### src/rtl/push_input_conditioner.sv
// push_input_conditioner: sync, debounce, edge-pulse and auto-repeat for buttons and switches
module push_input_conditioner #(
  parameter int         DEBOUNCE_CYCLES = 1_000_000,
  parameter int         REPEAT_DELAY    = 50_000_000,
  parameter int         REPEAT_RATE     = 10_000_000,
  parameter logic [4:0] REPEAT_MASK     = 5'b00011
) (
  input  logic        clk_osc,
  input  logic        reset,
  input  logic [4:0]  push_raw,
  input  logic [14:0] spdt_raw,
  output logic [4:0]  push_level,
  output logic [4:0]  push_pulse,
  output logic [14:0] spdt_level,
  output logic [14:0] spdt_change
);
  localparam int N    = 20;
  localparam int DW   = $clog2(DEBOUNCE_CYCLES);
  localparam int RMAX = REPEAT_DELAY > REPEAT_RATE ? REPEAT_DELAY : REPEAT_RATE;
  localparam int RW   = RMAX > 2 ? $clog2(RMAX) : 1;
  typedef enum logic [1:0] {IDLE, DELAY, REPEAT} rep_state_e;
  logic [N-1:0]  raw, q1_q, q2_q, stable_q, stable_dly_q, hit;
  logic [4:0]    rise, rep_fire, push_pulse_q;
  logic [14:0]   spdt_change_q;
  assign raw  = {spdt_raw, push_raw};
  assign rise = stable_q[4:0] & ~stable_dly_q[4:0];
  always_ff @(posedge clk_osc or posedge reset) begin
    if (reset) begin
      q1_q          <= '0;
      q2_q          <= '0;
      stable_q      <= '0;
      stable_dly_q  <= '0;
      push_pulse_q  <= '0;
      spdt_change_q <= '0;
    end else begin
      q1_q          <= raw;
      q2_q          <= q1_q;
      stable_q      <= stable_q ^ hit;
      stable_dly_q  <= stable_q;
      push_pulse_q  <= rise | rep_fire;
      spdt_change_q <= stable_q[19:5] ^ stable_dly_q[19:5];
    end
  end
  // hit marks the cycle a mismatch has persisted long enough to be accepted
  for (genvar i = 0; i < N; i++) begin : g_db
    logic [DW-1:0] cnt_q;
    assign hit[i] = (q2_q[i] != stable_q[i]) && (cnt_q == DW'(DEBOUNCE_CYCLES - 1));
    always_ff @(posedge clk_osc or posedge reset) begin
      if (reset) cnt_q <= '0;
      else cnt_q <= (q2_q[i] == stable_q[i] || hit[i]) ? '0 : cnt_q + 1'b1;
    end
  end
  for (genvar i = 0; i < 5; i++) begin : g_rep
    if (REPEAT_MASK[i]) begin : g_on
      rep_state_e    state_q, state_d;
      logic [RW-1:0] rcnt_q, rcnt_d;
      logic          fire;
      assign rep_fire[i] = fire;
      always_comb begin
        state_d = state_q;
        rcnt_d  = '0;
        fire    = 1'b0;
        if (!stable_q[i]) state_d = IDLE;
        else if (state_q == IDLE) state_d = rise[i] ? DELAY : IDLE;
        else if (rcnt_q == RW'(state_q == DELAY ? REPEAT_DELAY - 1 : REPEAT_RATE - 1)) begin
          fire    = 1'b1;
          state_d = REPEAT;
        end else rcnt_d = rcnt_q + 1'b1;
      end
      always_ff @(posedge clk_osc or posedge reset) begin
        if (reset) begin
          state_q <= IDLE;
          rcnt_q  <= '0;
        end else begin
          state_q <= state_d;
          rcnt_q  <= rcnt_d;
        end
      end
    end else begin : g_off
      assign rep_fire[i] = 1'b0;
    end
  end
  assign push_level  = stable_q[4:0];
  assign spdt_level  = stable_q[19:5];
  assign push_pulse  = push_pulse_q;
  assign spdt_change = spdt_change_q;
endmodule

### config.mk
export PLATFORM = sky130hd
export DESIGN_NAME = push_input_conditioner
export DESIGN_NICKNAME = d
export VERILOG_FILES = /design/src/rtl/push_input_conditioner.sv
export SDC_FILE = /design/constraint.sdc
export NUM_CORES = 1
export LEC_CHECK = 0
export CORE_UTILIZATION = 41
export DETAILED_ROUTE_END_ITERATION = 10
export REMOVE_ABC_BUFFERS = 1
export SETUP_SLACK_MARGIN = 0.15
export SYNTH_ARGS = -nofsm -noshare
export SYNTH_HDL_FRONTEND = slang
export SYNTH_SLANG_ARGS = --single-unit
### constraint.sdc
create_clock -name clk_osc -period 27.5 [get_ports clk_osc]
set_input_delay 8.25 -clock clk_osc [delete_from_list [all_inputs] [get_ports clk_osc]]
set_output_delay 8.25 -clock clk_osc [all_outputs]
set_load 0.01 [all_outputs]
=== Word level (Yosys, flattened, before mapping) ===
Index checks and enable logic that the tools add are counted.

* Flip-flop bits (word level): 556
* Bits of input ports: 22
* Logic and storage cells: 207

* $add $sub $neg: 22
* Eq/ne operators: 66
* Muxes and demuxes: 42
* Bitwise logic cells: 5
* Reductions and logical operators: 42

{| class="wikitable"
|+ Operators with widths
! kind !! number
|-
| $add A20 B1 Y20 const B || 20
|-
| $eq A20 B20 Y1 const B || 20
|-
| $mux W20 || 20
|-
| $mux W26 || 8
|-
| $add A26 B1 Y26 const B || 2
|-
| $eq A26 B26 Y1 || 2
|-
| $eq A1 B1 Y1 || 20
|-
| $logic_and A1 B1 Y1 || 20
|-
| $logic_or A1 B1 Y1 || 20
|-
| $ne A1 B1 Y1 || 20
|-
| $xor A20 B20 Y20 || 1
|-
| $xor A15 B15 Y15 || 1
|-
| $mux W2 || 6
|-
| $mux W1 || 8
|-
| $ne A3 B1 Y1 const B || 2
|-
| $and A5 B5 Y5 || 1
|-
| $not A5 Y5 || 1
|-
| $or A5 B2 Y5 || 1
|-
| $eq A2 B1 Y1 const B || 2
|-
| $logic_not A2 Y1 || 2
|}

=== Logic depth before layout (Yosys ltp) ===
Gate-level depths: netlist (run 1).

* Word-level depth: 7
* Mapped depth: 7
* Depth with buffers taken out: 5

=== Worst setup path after synthesis (run 1) ===
Ideal clock, no wire load.

* Path type: flip-flop to output port
* From: reg with a tool-made name
* To: out push_level[1]
* Arrival time: 0.440 ns
* Setup slack: 18.810 ns
* Stages on the path, launching flop included: 1
* Buffers on the path: 0
* Path through: dfrtp_1

{| class="wikitable"
|+ RTL lines
! item !! RTL line !! text
|-
| end: declaration || 12 || <nowiki>output logic [4:0] push_level,</nowiki>
|}

==> key figures, run 1 <==
Worst setup path
  – CP required: 28.09 ns
  – Reg2Reg Depth: 4
  – CP top delay family: buffers and inverters
  – Cell at the slowest stage of the critical path: buf_4
  – Worst-path cell chain: clkdlybuf4s50_1, inv_8, buf_12, buf_4
  – Critical path depth in cells: 4
  – CP bufs+invs: 4
  – Crit path arrival time: 10.92 ns
  – Startpoint Class: input port
  – Critical Path End Type: asynchronous set/reset pin
  – Worst Setup Path Type: in2async
  – Reg-to-reg slack, setup: 24.71 ns
  – Max incr delay on CP: 0.90 ns
  – CP Max Fanout: 174

Detailed routing
  – Vias/cell: 5.373
  – DRC violations left: 0
  – Wire length per cell: 14.20 um
  – Wirelength, routed: 50180 um
  – Post-DRT Antenna Nets: 0
  – Via count: 18990
  – First DRT Iteration DRCs: 1049
  – Drt pass-1 iters: 5

Floorplan
  – Core Box Area: 62170 um^2
  – Die height: 253.6 um
  – Top Ports: 62
  – # rows: 91
  – Width of the die: 253.6 um
  – Die ar.: 64300 um^2
  – Initial core utilization: 0.4174

Yosys
  – EDFF count, synth: 0
  – Syn Inst Count: 2575
  – Largest cells by area after synthesis: dfrtp_1 (54%), xnor2_1 (6.5%), nor2_1 (4.5%)
  – Sequential fraction of the synthesis area: 0.5362
  – Syn Area/Cell: 10.08 um^2
  – #FFs+latches synth: 556
  – Share of the synthesized area in the top cell type: 0.5362
  – Yosys warns: 0
  – Prevailing post-synth register cell: dfrtp_1
  – Fraction of registers with async set/reset: 1.000
  – Netlist Area Pre-Place: 25950 um^2
  – Synth area leader: dfrtp_1
  – Post-synthesis cell type count: 51

GRT
  – First-pass GRT wire length: 87910 um
  – Vias in the first global route: 18640
  – GRT Residual Overflow: 0
  – Antenna violations before repair: 1
  – GRT Util Overall: 0.1603
  – Largest net degree at the start of global routing: 175

Clock network
  – Clock tree buffer depth: 3
  – Worst-path clk slew: 0.06 ns
  – Root buf cell: clkbuf_16
  – Num Clock Sinks: 556
  – Cts repair resizes: 0
  – TritonCTS clock tree: done
  – Worst-Skew Late Latency: 0.62 ns
  – CTS H-tree depth: 2
  – Hold Buf Count CTS: 0
  – Setup Fix Bufs, Post-CTS: 0
  – Total CTS buffers: 60

STA
  – Setup violations, final: 0
  – Fin crit period: 10.33 ns
  – Setup TNS: 0 ns
  – Final worst path period share: 0.3756
  – Headroom to the max-slew limit: 0.2950
  – Fmax: 0.09681 GHz
  – RSZ-0062 raised after global routing: false
  – Worst Skew: 0.02288 ns
  – Hold violation count in the final report: 0
  – Worst-margin pin slew: 1.046 ns
  – Final Slew Violations: 0

Power and ir drop
  – Leak Pwr: 11.69 nW
  – Power density over cell area: 58.56 nW/um^2
  – Max VDD drop: 41.07 uV

Placed design
  – Placer Congestion: 0.8179
  – Dpl hpwl: 32750 um
  – Port buffer count: 61
  – Inst Count DP: 3423

Run status
  – Outcome: complete, no violations

Final layout
  – Final nets: 2692
  – Area Growth Syn to Fin: 14.29%
  – # diodes: 0
  – Most common cell after layout, fill and taps aside: dfrtp_1
  – Final std cells w/o fill: 3534
  – Most frequent cells in the layout: dfrtp_1 (556), nor2_1 (309), xnor2_1 (192)
  – Share of cells above drive strength 1: 0.07008

Run
  – Max cap viols: 0

Worst hold path
  – Worst hold path class: reg2reg
  – Hold Path Depth: 0
layer usage:
layer | GRT usage | share of wire | vias to the layer above
li1 | - | - | 9343
met1 | 0.2170 | 0.47 | 9314
met2 | 0.2611 | 0.47 | 240
met3 | 0.02448 | 0.033 | 90
met4 | 0.05610 | 0.027 | 0
met5 | 0 | 0 | -
power by group:
part | total, mW | switching [mW] | internal [mW]
Sequential | 0.838 | 0.0100 | 0.828
Combinational | 0.0460 | 0.0326 | 0.0134
Clock | 0.852 | 0.332 | 0.521
state kept, by name, indices dropped and copies added (netlist names), named ones only:
register / cells
g_db.cnt_q: 400
g_rep.g_on.rcnt_q: 52
g_rep.g_on.state_q: 4
push_pulse: 5
q1_q: 20
q2_q: 20
spdt_change: 15
stable_dly_q: 20
per-stage QoR:
| step | power [mW] | area [um^2] | hold slack (ns) | utilization | worst slack, ns |
|---|---|---|---|---|---|
| 6_report | 1.737 | 29660 | 0.3471 | 0.4771 | 17.17 |
| 5_1_grt | 1.809 | 29660 | 0.3571 | 0.4771 | 16.58 |
| 4_1_cts | 1.770 | 29660 | 0.3497 | 0.4771 | 16.88 |
| 3_5_place_dp | 0.9012 | 27540 | 0.3363 | 0.4430 | 16.22 |
| 3_3_place_gp | 0.8994 | 27540 | 0.3334 | 0.4430 | 16.24 |
| 2_1_floorplan | 0.8825 | 25630 | 0.3312 | - | 3.703 |
final timing paths:
check                                                    from                                    to
setup / recovery                                        reset           g_db[3].cnt_q[14]$_DFF_PP0_
hold reg to reg                            q1_q[12]$_DFF_PP0_                    q2_q[12]$_DFF_PP0_
setup reg to reg           g_rep[1].g_on.rcnt_q[21]$_DFF_PP0_  g_rep[1].g_on.state_q[0]$_DFFE_PP0P_
max in group clk_osc                                flip-flop                         push_level[0]
hold / removal                             q1_q[12]$_DFF_PP0_                    q2_q[12]$_DFF_PP0_
min in group asynchronous                               reset                     q2_q[6]$_DFF_PP0_
cells in the mapped netlist, types with 12 or more instances:
library cell	instances
and3_1	47
clkbuf_1	57
o31ai_2	12
buf_2	16
and2_1	20
xor2_1	111
nand4_1	80
nor4b_1	12
nor2_1	309
nor4_1	64
ha_1	22
mux2_2	20
o31ai_1	55
xnor2_1	192
nand2_1	138
inv_1	87
or3_1	98
a21oi_1	118
a211oi_1	23
or4_1	85
and4_1	13
nor3_1	99
nand3_1	177
o21ai_0	90
dfrtp_1	556
logic make-up (layout without fill, tap and decap cells):
| family | count (synthesis) | after routing | share of synthesized area |
|---|---|---|---|
| and+or+nand+nor | 1196 | 1196 | 0.2429 |
| DFF | 556 | 556 | 0.5362 |
| AOI/OAI and AO/OA | 314 | 314 | 0.07430 |
| xor gates and xnor gates | 303 | 303 | 0.1023 |
| buffers and inverters | 164 | 286 | 0.02507 |
| adders and majority gates | 22 | 22 | 0.01061 |
| muxes | 20 | 20 | 0.008679 |
area by class of cell:
| cell class | instances | area, um^2 |
|---|---|---|
| Fill cell | 5766 | 32510 |
| Sequential cell | 556 | 13910 |
| Multi-Input combinational cell | 1855 | 11420 |
| Clock buffer | 85 | 1767 |
| Tap cell | 837 | 1047 |
| Timing Repair Buffer | 88 | 825.8 |
| Clock inverter | 26 | 352.8 |
| Inverter | 87 | 334.1 |
Note: power is estimated with default switching activity, not from simulation.
==> inputs of run 2 (changes only) <==
==> constraint.sdc (replaced) <==
create_clock -name clk_osc -period 8.6 [get_ports clk_osc]
set_input_delay 2.58 -clock clk_osc [delete_from_list [all_inputs] [get_ports clk_osc]]
set_output_delay 2.58 -clock clk_osc [all_outputs]
set_load 0.01 [all_outputs]
==> run 2 against run 1 <==
Clock skew fell by 0.012 ns. Core utilization rose by 0.33 points. Largest cell class unchanged. Critical path type is now reg2out. Sequential share of layout area fell by 0.32 points. Critical endpoint is now spdt_level[12]. Non-clock buffer count fell by 2. Register-to-register slack got worse by 19 ns. Combinational power rose to 3.2 times the previous value.
==> key figures, run 2 (same netlist as run 1, synthesis figures left out) <==
Final layout
  – Reg with most FFs: g_db.cnt_q
  – Core Util, Final: 0.4804
  – # diodes: 0
  – Most frequent cells in the layout: dfrtp_1 (556), nor2_1 (309), xnor2_1 (192)
  – Share of cells above drive strength 1: 0.06966
  – Max reg flops: 400
  – Area Growth Syn to Fin: 15.09%
  – Final nets: 2696
  – Most common cell after layout, fill and taps aside: dfrtp_1
  – Cell area after layout: 29860 um^2
  – Final std cells w/o fill: 3536
  – Biggest regs: g_db.cnt_q x400, g_rep.g_on.rcnt_q x52

Floorplan
  – Core Box Area: 62170 um^2
  – Initial core utilization: 0.4174
  – Top Ports: 62
  – Width of the die: 253.6 um
  – Die ar.: 64300 um^2
  – Die height: 253.6 um
  – # rows: 91

Power and ir drop
  – Leak Pwr: 11.78 nW
  – Power density over cell area: 192.9 nW/um^2
  – Max VDD drop: 134.8 uV
  – Total Power: 5.760 mW

Placed design
  – Placed cell area: 27550 um^2
  – Placer Congestion: 0.8214
  – Port buffer count: 61
  – Inst Count DP: 3421
  – Dpl hpwl: 32510 um

Worst hold path
  – Hold Path Depth: 0
  – Worst hold path class: reg2reg
  – Hold_sp: q1_q[4]$_DFF_PP0_
  – Hold EP: q2_q[4]$_DFF_PP0_

Worst setup path
  – Crit path arrival time: 1.63 ns
  – Reg2Reg Depth: 4
  – Startpoint Class: flip-flop
  – CP required: 6.02 ns
  – CP Max Fanout: 5
  – Critical Path End Type: output pin
  – RR Startpoint: g_rep[1].g_on.rcnt_q[21]$_DFF_PP0_
  – Reg-to-reg slack, setup: 5.79 ns
  – CP bufs+invs: 1
  – Cell at the slowest stage of the critical path: clkdlybuf4s50_1
  – Worst Setup Path Type: reg2out
  – CP top delay family: buffers and inverters
  – Worst-path cell chain: clkdlybuf4s50_1
  – FF-to-FF End: g_rep[1].g_on.state_q[0]$_DFFE_PP0P_
  – Max incr delay on CP: 0.58 ns

Clock network
  – Clock tree buffer depth: 3
  – Num Clock Sinks: 556
  – Worst-path clk slew: 0.06 ns
  – Cts repair resizes: 0
  – Root buf cell: clkbuf_16
  – Total CTS buffers: 66
  – TritonCTS clock tree: done
  – Hold Buf Count CTS: 0
  – Setup Fix Bufs, Post-CTS: 0
  – Worst-Skew Late Latency: 0.58 ns
  – CTS H-tree depth: 3

STA
  – Worst Skew: 0.01066 ns
  – Hold violation count in the final report: 0
  – Fin crit period: 4.212 ns
  – Setup violations, final: 0
  – Setup TNS: 0 ns
  – Headroom to the max-slew limit: 0.2877
  – Final worst path period share: 0.4898
  – Final Slew Violations: 0
  – Fmax: 0.2374 GHz
  – Worst-margin pin slew: 1.068 ns
  – RSZ-0062 raised after global routing: false

GRT
  – Vias in the first global route: 19060
  – Antenna violations before repair: 1
  – Largest net degree at the start of global routing: 178
  – GRT Residual Overflow: 0
  – GRT Util Overall: 0.1621
  – First-pass GRT wire length: 88740 um

Detailed routing
  – Via count: 18950
  – Wirelength, routed: 50190 um
  – Wire length per cell: 14.19 um
  – Drt pass-1 iters: 5
  – Post-DRT Antenna Nets: 0
  – First DRT Iteration DRCs: 1191
  – DRC violations left: 0
  – Vias/cell: 5.358

Run
  – Max cap viols: 0

Run status
  – Outcome: complete, no violations
run 2: changes by cell type in the layout (fill, tap and decap cells not counted), sizes merged:
cell / previous run / this run
clkbuf: 85 / 97
clkinv: 12 / 6
buf: 27 / 25
inv: 90 / 88
run 2: area by class of cell:
type                    count  area (um^2)
multi-input cells        1855        11420
fillers                  5759        32300
clock buffers              97         2014
clock inverters            18        301.5
flip-flops and latches    556        13910
well taps                 837         1047
repair buffers             86        835.8
inverters                  87        334.1
run 2: per-stage QoR:
step / setup WS, ns / hold WS, ns
global route: 4.310 / 0.3539
detailed placement: 4.261 / 0.3347
global placement: 4.305 / 0.3340
CTS: 4.339 / 0.3482
floorplan: -9.527 / 0.3312
finish: 4.388 / 0.3474
run 2: layer usage:
| metal | GRT usage | routed length (um) |
|---|---|---|
| met1 | 0.2114 | 23520 |
| met2 | 0.2744 | 24130 |
| met3 | 0.02807 | 1483 |
| met4 | 0.04935 | 1060 |
| met5 | 0 | 0 |
run 2: report_power, final:
group | switching, mW | internal, mW | total (mW)
combinational | 0.104 | 0.0434 | 0.147
clock | 1.07 | 1.86 | 2.93
sequential | 0.0320 | 2.65 | 2.68
run 2: how the worst max path moves through the flow:
stage / cells after the start / to / slack [ns] / from
6_report: 1 / spdt_level[12] / 4.39 / flip-flop
5_1_grt: 1 / push_level[0] / 4.31 / flip-flop
4_1_cts: 1 / push_level[0] / 4.34 / flip-flop
3_5_place_dp: 3 / g_db[8].cnt_q[11]$_DFF_PP0_ / 4.26 / reset
3_3_place_gp: 3 / g_db[8].cnt_q[11]$_DFF_PP0_ / 4.31 / reset
2_1_floorplan: 1 / asynchronous set/reset pin / -9.53 / reset
